[src/rtl/comparator_ges_if.sv]
// Operand/result bundle for the GES magnitude comparator.
// The master drives operands; the slave (the comparator) returns the registered result.
interface comparator_ges_if #(
    parameter int WIDTH = 32
);
  logic             valid_i;
  logic [WIDTH-1:0] A;
  logic [WIDTH-1:0] B;
  logic             sign;
  logic             valid_o;
  logic [2:0]       GES;

  modport master (
    output valid_i, A, B, sign,
    input  valid_o, GES
  );

  modport slave (
    input  valid_i, A, B, sign,
    output valid_o, GES
  );
endinterface

[src/rtl/comparator_ges.sv]
// Registered one-hot (Greater/Equal/Smaller) magnitude comparator built from nibble slices and a merge tree.
// Define COMPARATOR_PIPE_EN to register the slice level as well (latency 2 instead of 1).
module comparator_ges #(
    parameter int WIDTH = 32
) (
  input  logic              clk,
  input  logic              rst,
  comparator_ges_if.slave   bus
);
  localparam int NS     = WIDTH / 4;
  localparam int LEVELS = $clog2(NS);
  localparam int NP     = 1 << LEVELS;

  // Flipping both MSBs maps two's-complement order onto unsigned order.
  logic [WIDTH-1:0] a_m;
  logic [WIDTH-1:0] b_m;
  assign a_m = {bus.A[WIDTH-1] ^ bus.sign, bus.A[WIDTH-2:0]};
  assign b_m = {bus.B[WIDTH-1] ^ bus.sign, bus.B[WIDTH-2:0]};

  logic [NS-1:0] slice_gt_next;
  logic [NS-1:0] slice_eq_next;
  logic [NS-1:0] leaf_gt;
  logic [NS-1:0] leaf_eq;
  logic          leaf_valid;

  genvar gi;
  generate
    for (gi = 0; gi < NS; gi++) begin : g_slice
      assign slice_gt_next[gi] = a_m[gi*4 +: 4] > b_m[gi*4 +: 4];
      assign slice_eq_next[gi] = a_m[gi*4 +: 4] == b_m[gi*4 +: 4];
    end
  endgenerate

`ifdef COMPARATOR_PIPE_EN
  logic [NS-1:0] slice_gt_reg;
  logic [NS-1:0] slice_eq_reg;
  logic          valid_s1_reg;

  always_ff @(posedge clk) begin
    if (rst) begin
      slice_gt_reg <= '0;
      slice_eq_reg <= '0;
      valid_s1_reg <= 1'b0;
    end else begin
      slice_gt_reg <= slice_gt_next;
      slice_eq_reg <= slice_eq_next;
      valid_s1_reg <= bus.valid_i;
    end
  end

  assign leaf_gt    = slice_gt_reg;
  assign leaf_eq    = slice_eq_reg;
  assign leaf_valid = valid_s1_reg;
`else
  assign leaf_gt    = slice_gt_next;
  assign leaf_eq    = slice_eq_next;
  assign leaf_valid = bus.valid_i;
`endif

  // Heap-ordered tree: node i has low child 2i+1 and high child 2i+2; leaves start at NP-1.
  logic [2*NP-2:0] node_gt;
  logic [2*NP-2:0] node_eq;

  generate
    for (gi = 0; gi < NP; gi++) begin : g_leaf
      if (gi < NS) begin : g_real
        assign node_gt[NP-1+gi] = leaf_gt[gi];
        assign node_eq[NP-1+gi] = leaf_eq[gi];
      end else begin : g_pad
        assign node_gt[NP-1+gi] = 1'b0;
        assign node_eq[NP-1+gi] = 1'b1;
      end
    end
    for (gi = 0; gi < NP - 1; gi++) begin : g_merge
      assign node_gt[gi] = node_gt[2*gi+2] | (node_eq[2*gi+2] & node_gt[2*gi+1]);
      assign node_eq[gi] = node_eq[2*gi+2] & node_eq[2*gi+1];
    end
  endgenerate

  logic [2:0] ges_next;
  logic [2:0] ges_reg;
  logic       valid_reg;

  always_comb begin
    ges_next = 3'b001;
    if (node_gt[0]) begin
      ges_next = 3'b100;
    end else if (node_eq[0]) begin
      ges_next = 3'b010;
    end
  end

  always_ff @(posedge clk) begin
    if (rst) begin
      valid_reg <= 1'b0;
      ges_reg   <= 3'b000;
    end else begin
      valid_reg <= leaf_valid;
      if (leaf_valid) begin
        ges_reg <= ges_next;
      end
    end
  end

  assign bus.valid_o = valid_reg;
  assign bus.GES     = ges_reg;
endmodule

[src/flat_wrapper.sv]
// flat-port wrapper written by rule: the top's interface ports become plain ports
module comparator_ges_flat 
#(
    parameter int WIDTH = 32
)
  (clk, rst, bus_valid_i, bus_A, bus_B, bus_sign, bus_valid_o, bus_GES);
  comparator_ges_if #(.WIDTH(WIDTH)) bus_i ();
  input  logic clk;
  input  logic rst;
  input wire logic [$bits(bus_i.valid_i)-1:0] bus_valid_i;
  input wire logic [$bits(bus_i.A)-1:0] bus_A;
  input wire logic [$bits(bus_i.B)-1:0] bus_B;
  input wire logic [$bits(bus_i.sign)-1:0] bus_sign;
  output wire logic [$bits(bus_i.valid_o)-1:0] bus_valid_o;
  output wire logic [$bits(bus_i.GES)-1:0] bus_GES;
  assign bus_i.valid_i = bus_valid_i;
  assign bus_i.A = bus_A;
  assign bus_i.B = bus_B;
  assign bus_i.sign = bus_sign;
  assign bus_valid_o = bus_i.valid_o;
  assign bus_GES = bus_i.GES;
  comparator_ges #(.WIDTH(WIDTH)) u_core (.clk(clk), .rst(rst), .bus(bus_i));
endmodule
[config.mk]
export PLATFORM = sky130hd
export DESIGN_NAME = comparator_ges_flat
export DESIGN_NICKNAME = d
export VERILOG_FILES = /design/src/rtl/comparator_ges_if.sv /design/src/rtl/comparator_ges.sv /design/src/flat_wrapper.sv
export SDC_FILE = /design/constraint.sdc
export NUM_CORES = 1
export LEC_CHECK = 0
export CAP_MARGIN = 20
export CORE_AREA = 2 2 63 65
export DETAILED_ROUTE_END_ITERATION = 6
export DIE_AREA = 0 0 65 67
export DONT_BUFFER_PORTS = 1
export PLACE_DENSITY = 0.5
export SLEW_MARGIN = 20
export SYNTH_ARGS = -nofsm -noshare
export SYNTH_HDL_FRONTEND = slang
export SYNTH_SLANG_ARGS = --single-unit
export TNS_END_PERCENT = 20
[constraint.sdc]
create_clock -name clk -period 3.41 [get_ports clk]
set_input_delay 0.341 -clock clk [delete_from_list [all_inputs] [get_ports clk]]
set_output_delay 0.341 -clock clk [all_outputs]
set_load 0.02 [all_outputs]
### Yosys cells after proc, flatten, opt, wreduce, memory -nomap -nowiden

Cells that the tools add are included.

| word-level totals | value |
|---|---|
| register bits | 4 |
| bits of input ports | 68 |
| output and inout bits | 4 |
| logic and storage cells | 43 |

| operators by class | value |
|---|---|
| order comparisons | 8 |
| equal/unequal tests | 8 |
| mux-type cells | 2 |
| bitwise operators | 23 |

Operators with widths:

| kind | count |
|---|---|
| equality test 4 bit | 8 |
| greater-than comparator 4 bit | 8 |
| bitwise AND 1 bit | 14 |
| bitwise OR 1 bit | 7 |
| two-way mux 3 bit | 1 |
| two-way mux 2 bit | 1 |
| bitwise XOR 1 bit | 2 |

### Logic depth before layout (Yosys ltp)

Gate-level depths: netlist (run 1).

| logic depth | value |
|---|---|
| word-level depth | 8 |
| depth in mapped cells | 7 |
| gate-level depth less buffers | 7 |

### Least setup slack after synthesis (run 1)

Ideal clock, no wire load.

| timing | value |
|---|---|
| kind | input to register |
| from | input port bus_sign |
| to | register u_core.ges_reg[0] (netlist: u_core.bus.GES[0]) |
| library setup time | 0.116 ns |
| arrival time | 1.710 ns |
| data required time | 3.294 ns |
| setup slack | 1.584 ns |
| stages | 7 |
| path buffers | 0 |
| cell sequence | xor2_1 -> ha_1 -> nand4_1 -> or2_4 -> nor3_4 -> nand3_1 -> a41o_1 |

| on the way | value |
|---|---|
| word-level cells in the longest chain between the ends | 7 |
| elaborated cells on any way between the ends | 15 |
| those cells by class | 1 x order compare; 1 x eq/ne; 2 x mux; 11 x bitwise |

RTL lines:

| item | line | RTL |
|---|---|---|
| start, declared | flat_wrapper.sv:13 | `input wire logic [$bits(bus_i.sign)-1:0] bus_sign;` |
| branches (longest 6 deep; another with greater-than comparator 4 bit) | -- |  |
| two-way mux 3 bit (*) | comparator_ges.sv:86 | `if (node_gt[0]) begin` |
| end signal, assigned | comparator_ges.sv:100 | `ges_reg <= ges_next;` |
| end, declared | comparator_ges.sv:81 | `logic [2:0] ges_reg;` |

Mark *: on every way between the ends.
A chain may end at the register's enable or synchronous reset.

### Worst setup path in the final report (run 1)

Same ends and word-level chain as after synthesis.

==> results of run 1 <==
[layout by cell type (no fill, tap or decap), types with 2 or more instances in the layout]
| cell | instances |
|---|---|
| nand3_1 | 2 |
| clkbuf_8 | 3 |
| nand2b_1 | 3 |
| nand2_1 | 2 |
| a211oi_1 | 3 |
| a211oi_2 | 2 |
| nand4_1 | 5 |
| nor2_1 | 2 |
| inv_1 | 32 |
| ha_1 | 32 |
| and4_1 | 4 |
| dfxtp_1 | 4 |
| a21oi_1 | 10 |
| nor2b_1 | 10 |
| o211ai_1 | 7 |
[per-layer routing]
layer  global-route usage  wire length [µm]  vias to the layer above
li1                     -                 -                      468
met1                0.113               894                      406
met2                0.210              1200                       43
met3               0.0321               229                        3
met4               0.0399                28                        0
met5                    0                 0                        -
[logic make-up (layout without fill, tap and decap cells)]
| logic type | Yosys count | after routing |
|---|---|---|
| XOR/XNOR | 2 | 2 |
| flip-flops | 4 | 4 |
| AO/OA/AOI/OAI | 28 | 28 |
| buffers and inverters | 32 | 35 |
| AND/OR/NAND/NOR | 32 | 32 |
| adder cells (fa/ha/maj) | 32 | 32 |
[power by group through the flow]
stage / Combinational, mW / Clock, mW / Sequential (mW)
after CTS: 0.100 / 0.101 / 0.0570
after global routing: 0.116 / 0.107 / 0.0574
after floorplan: 0.0798 / 0 / 0.0564
after detailed placement: 0.0993 / 0 / 0.0576
final: 0.0975 / 0.0997 / 0.0569
after global placement: 0.0925 / 0 / 0.0577
[final cells by class]
cell class / instances / area, µm² / area share
Inverter: 32 / 120 / 0.104
Tap cell: 48 / 60.1 / 0.0521
Multi-Input combinational cell: 94 / 852 / 0.739
Sequential cell: 4 / 80.1 / 0.0694
Clock buffer: 3 / 41.3 / 0.0358
[registers in the layout, summed over array words and instances (netlist names)]
register	cells
u_core.bus.GES	3
u_core.bus.valid_o	1
[through the flow]
| stage | std cells | hold slack [ps] | cell area, µm² | util |
|---|---|---|---|---|
| 2_1_floorplan | 130 | 409 | 1050 | - |
| 3_3_place_gp | 178 | 411 | 1110 | 0.308 |
| 3_5_place_dp | 178 | 412 | 1110 | 0.308 |
| 4_1_cts | 181 | 184 | 1150 | 0.320 |
| 5_1_grt | 181 | 179 | 1150 | 0.320 |
| 6_report | 181 | 186 | 1150 | 0.320 |
[final timing paths]
path	from	end	slack [ps]	cells past startpoint
max	bus_sign	u_core.bus.GES[0]	1700	7
min	rst	u_core.bus.GES[2]	190	1
max reg2reg	u_core.bus.GES[2]	u_core.bus.GES[2]	2560	2
min reg2reg	u_core.bus.GES[1]	u_core.bus.GES[1]	590	2
==> metrics.md, run 1 <==
| Metric | Value |
|---|---|
| Run status | completed |
| Synth cell count leaders | 32 x ha_1, 32 x inv_1, 10 x a21oi_1, 10 x nor2b_1, 7 x o211ai_1 |
| Worst setup path class | primary input to register |
| Syn_area_per_cell | 8.09 µm² |
| Avg WL per Cell | 13.0 µm |
| Gpl congestion | 0.633 |
| Max_cap viols | 0 |
| DR vias | 920 |
| Crit-path max FO | 3 |
| Width of the die | 65 µm |
| Cts bufs inserted | 3 |
| Synth warn | 0 |
| Mapped cell area | 0.00105 mm² |
| Maximum number of pins on one net before global-route repair | 7 |
| EDFF count, synth | 0 |
| Clock Skews | 0 ps |
| Delay-heaviest family, CP | simple AND/OR/NAND/NOR gates |
| Startpoint Class | primary input |
| Setup Buffers After CTS | 0 |
| Main combinational cell family by area after synthesis | adder cells |
| Worst-Margin Slew | 357 ps |
| Vias per Instance | 5.08 |
| Nets@finish | 235 |
| CP peak stage delay | 320 ps |
| GRT Total Usage | 0.110 |
| Seq cells post-synth | 4 |
| Crit path cell chain | xor2_1, ha_1, nand4_1, or2_4, nor3_4, nand3_1, a41o_1 |
| Antenna Nets Post-Route | 0 |
| Critical Path RT | 3520 ps |
| Logic gate share of total power | 0.384 |
| Root Driver | clkbuf_8 |
| Tcrit/Tclk final | 0.502 |
| Post-Synth XOR/XNOR Area | 0.0166 |
| Leakage | 0.616 nW |
| P_int | 0.173 mW |
| Port bufs | 0 |
| Yosys top cell area share | 0.380 |
| CTS tree | yes |
| Worst endpoint data arrival time | 1820 ps |
| Post-Synth Simple-Gate Area | 0.209 |
| Post-CTS Hold Buffers | 0 |
| Worst path slowest cell | ha_1 |
| RSZ-0062 raised after global routing | false |
| Fmax | 584 MHz |
| Synth Instances | 130 |
| Mapped Nets | 230 |
| Synth area leaders | ha_1 38%, inv_1 11%, dfxtp_1 7.6%, nor2b_1 5.9%, o211ai_1 5.0% |
| DRT Pass-1 Iters | 2 |
| Total grt overflow | 0 |
| Clock transition at path regs | 30 ps |
| Post-CTS sizing | 0 |
| Initial antenna violation count | 0 |
| Setup_tns | 0 ps |
| H-tree depth | 1 |
| Synth cell types | 26 |
| Buf+Inv Stages, Crit Path | 0 |
| Antenna diode count | 0 |
| Dpl ws | 1470 ps |
| Sequential share of power | 0.224 |
| Synth-to-Final Area Change | 9.63% |
| Yosys top cell by area | ha_1 |
| Total power per unit cell area | 220 mW/mm² |
| Sw frac | 0.319 |
| Adder-Cell Fraction of Synth Area | 0.380 |
| Seq/Total Area, Yosys | 0.0761 |
| First-pass GRT wire length | 3760 µm |
| DRT Wirelength | 2350 µm |
| Slew HR | 0.759 |
| Clk_lat worst skew | 220 ps |
| DRC viols | 0 |
| Die H | 67 µm |
| Main flop type after synthesis | dfxtp_1 |
| Final worst slack | 1700 ps |
| Fraction of registers with async set/reset | 0 |
| Tmin final | 1710 ps |
| DIE AREA | 0.00436 mm² |
| Multiplexer area fraction after synthesis | 0 |
| Max clock buf depth | 2 |
| Crit. End Element | register |
| Synth Area in Compound Gates | 0.203 |
| Detail Placement HPWL | 2240 µm |
| Ratio of cells with drive above 1 in the final layout | 0.0752 |
| Clock sinks | 4 |
| Max rail drop VDD | 0.114 mV |
| Total power | 0.254 mW |
| Vias in the first global route | 925 |
| Initial core utilization | 0.292 |
| Sw power | 0.0811 mW |
| Final hold violation count | 0 |
| Io pins | 72 |
| Clock power share | 0.392 |
| # setup viols final | 0 |
| Slew Limit Fails | 0 |
| Hold Crit Class | primary input to register |
| Layout fillers | 392 |
| CORE AREA | 0.00361 mm² |
| Detailed Route Iter0 Violations | 4 |
| # rows | 22 |
(Power assumes the default switching activity.)
==> run 2, diff against run 1 <==
==> constraint.sdc (replaced) <==
create_clock -name clk -period 1.7 [get_ports clk]
set_input_delay 0.17 -clock clk [delete_from_list [all_inputs] [get_ports clk]]
set_output_delay 0.17 -clock clk [all_outputs]
set_load 0.02 [all_outputs]
==> run 2 against run 1 <==
Net effect:
- critical path depth unchanged
- worst hold slack worse by 170 ps
- first-iteration DRC count increased to 3.0 times the previous value
- design area grew 2.0%
- sequential share of layout area decreased by 0.13 points
- largest power group is now combinational cells
- register-to-register slack got worse by 1700 ps
- utilization up 0.62 points
- worst setup slack worse by 1500 ps
- clock skew unchanged
==> metrics.md, run 2 (synthesis results as in run 1) <==
| Metric | Value |
|---|---|
| Run status | completed (unchanged) |
| H-tree depth | 1 (unchanged) |
| Synth-to-Final Area Change | 11.8% (was 9.63%) |
| Tmin final | 1530 ps |
| Most frequent cells in the layout | 32 x inv_1, 32 x ha_1, 10 x nor2b_1, 10 x a21oi_1, 7 x o211ai_1 (unchanged) |
| Hold Worst Slack | 19.8 ps (was 186 ps) |
| RSZ-0062 raised after global routing | false (unchanged) |
| Worst Setup SP | bus_sign (unchanged) |
| Slew HR | 0.762 (was 0.759) |
| Vias in the first global route | 941 (was 925) |
| Layout fillers | 378 (was 392) |
| Clk_lat worst skew | 210 ps (was 220 ps) |
| Leakage | 0.629 nW (was 0.616 nW) |
| Post-CTS Hold Buffers | 0 (unchanged) |
| Maximum number of pins on one net before global-route repair | 7 (unchanged) |
| Final hold violation count | 0 (unchanged) |
| Max_cap viols | 0 (unchanged) |
| # setup viols final | 0 (unchanged) |
| Gpl congestion | 0.635 (was 0.633) |
| Hold Crit Class | primary input to register (unchanged) |
| Root Driver | clkbuf_8 (unchanged) |
| First-pass GRT wire length | 3700 µm (was 3760 µm) |
| Max rail drop VDD | 0.258 mV (was 0.114 mV) |
| # rows | 22 (unchanged) |
| Clock transition at path regs | 30 ps (about the same) |
| Initial core utilization | 0.292 (unchanged) |
| Nets@finish | 238 (was 235) |
| Fmax | 653 MHz |
| Vias per Instance | 5.13 (was 5.08) |
| Width of the die | 65 µm (unchanged) |
| Max clock buf depth | 2 (unchanged) |
| Tcrit/Tclk final | 0.901 |
| Setup Buffers After CTS | 0 (unchanged) |
| Die H | 67 µm (unchanged) |
| GRT Total Usage | 0.106 (was 0.110) |
| Post-CTS sizing | 0 (unchanged) |
| CORE AREA | 0.00361 mm² (unchanged) |
| Crit. End Element | register (unchanged) |
| DRT Pass-1 Iters | 2 (unchanged) |
| Startpoint Class | primary input (unchanged) |
| Worst reg2reg startpoint | u_core.bus.GES[2] (unchanged) |
| Detailed Route Iter0 Violations | 12 (was 4) |
| Total grt overflow | 0 (unchanged) |
| Antenna diode count | 0 (unchanged) |
| Port bufs | 0 (unchanged) |
| DRT Wirelength | 2430 µm (was 2350 µm) |
| Crit-path max FO | 3 (unchanged) |
| Critical Path RT | 1800 ps (was 3520 ps) |
| Slew Limit Fails | 0 (unchanged) |
| Initial antenna violation count | 0 (unchanged) |
| Ratio of cells with drive above 1 in the final layout | 0.0956 (was 0.0752) |
| DIE AREA | 0.00436 mm² (unchanged) |
| Worst setup path class | primary input to register (unchanged) |
| Total power | 0.524 mW (was 0.254 mW) |
| Avg WL per Cell | 13.2 µm (was 13.0 µm) |
| Cts bufs inserted | 3 (unchanged) |
| Detail Placement HPWL | 2300 µm (was 2240 µm) |
| DRC viols | 0 (unchanged) |
| Antenna Nets Post-Route | 0 (unchanged) |
| Clock Skews | 0 ps (unchanged) |
| Max reg flops | 3 (unchanged) |
| Total power per unit cell area | 445 mW/mm² (was 220 mW/mm²) |
| DR vias | 943 (was 920) |
| Io pins | 72 (unchanged) |
| Worst endpoint data arrival time | 1630 ps (was 1820 ps) |
| Min-delay src | rst (unchanged) |
| Worst-Margin Slew | 354 ps (was 357 ps) |
| CTS tree | yes (unchanged) |
| Clock sinks | 4 (unchanged) |
-- run 2: final timing paths --
check | endpoint | slack (ps) | cells after the start
max | u_core.bus.GES[0] | 170 | 7
min | u_core.bus.GES[2] | 20 | 1
max reg2reg | u_core.bus.GES[2] | 840 | 2
min reg2reg | u_core.bus.GES[1] | 600 | 2
-- run 2: layout make-up --
type / count / area (µm²) / share of cell area
clock buffer: 3 / 41.3 / 0.0351
inverter: 32 / 120 / 0.102
multi-input combinational: 94 / 852 / 0.724
sequential: 4 / 80.1 / 0.0681
tap: 48 / 60.1 / 0.0511
timing repair buffer: 3 / 22.5 / 0.0191
-- run 2: per-stage QoR --
| stage | setup TNS [ps] | instance area, µm² | std cells | util | setup WS (ps) |
|---|---|---|---|---|---|
| 2_1_floorplan | 0 | 1050 | 130 | - | 45.2 |
| 3_5_place_dp | -80.7 | 1130 | 181 | 0.315 | -74.8 |
| 6_report | 0 | 1180 | 184 | 0.326 | 169 |
| 5_1_grt | 0 | 1180 | 184 | 0.326 | 55.9 |
| 4_1_cts | 0 | 1180 | 184 | 0.326 | 142 |
| 3_3_place_gp | -3.64 | 1130 | 181 | 0.315 | -3.64 |
-- run 2: worst max-delay path, cell delays in order --
cell     delay (ps)
xor2_1          140
ha_1            300
nand4_1         140
or2_4           310
nor3_4          210
nand3_1         120
a41o_1          240
-- run 2: routing by layer --
metal,track usage,wire length [µm]
met5,0,0
met4,0.0160,0
met3,0.0372,231
met2,0.218,1280
met1,0.103,916
-- run 2: power breakdown --
group | internal [mW] | switching (mW)
combinational | 0.106 | 0.105
sequential | 0.101 | 0.0134
clock | 0.151 | 0.0474
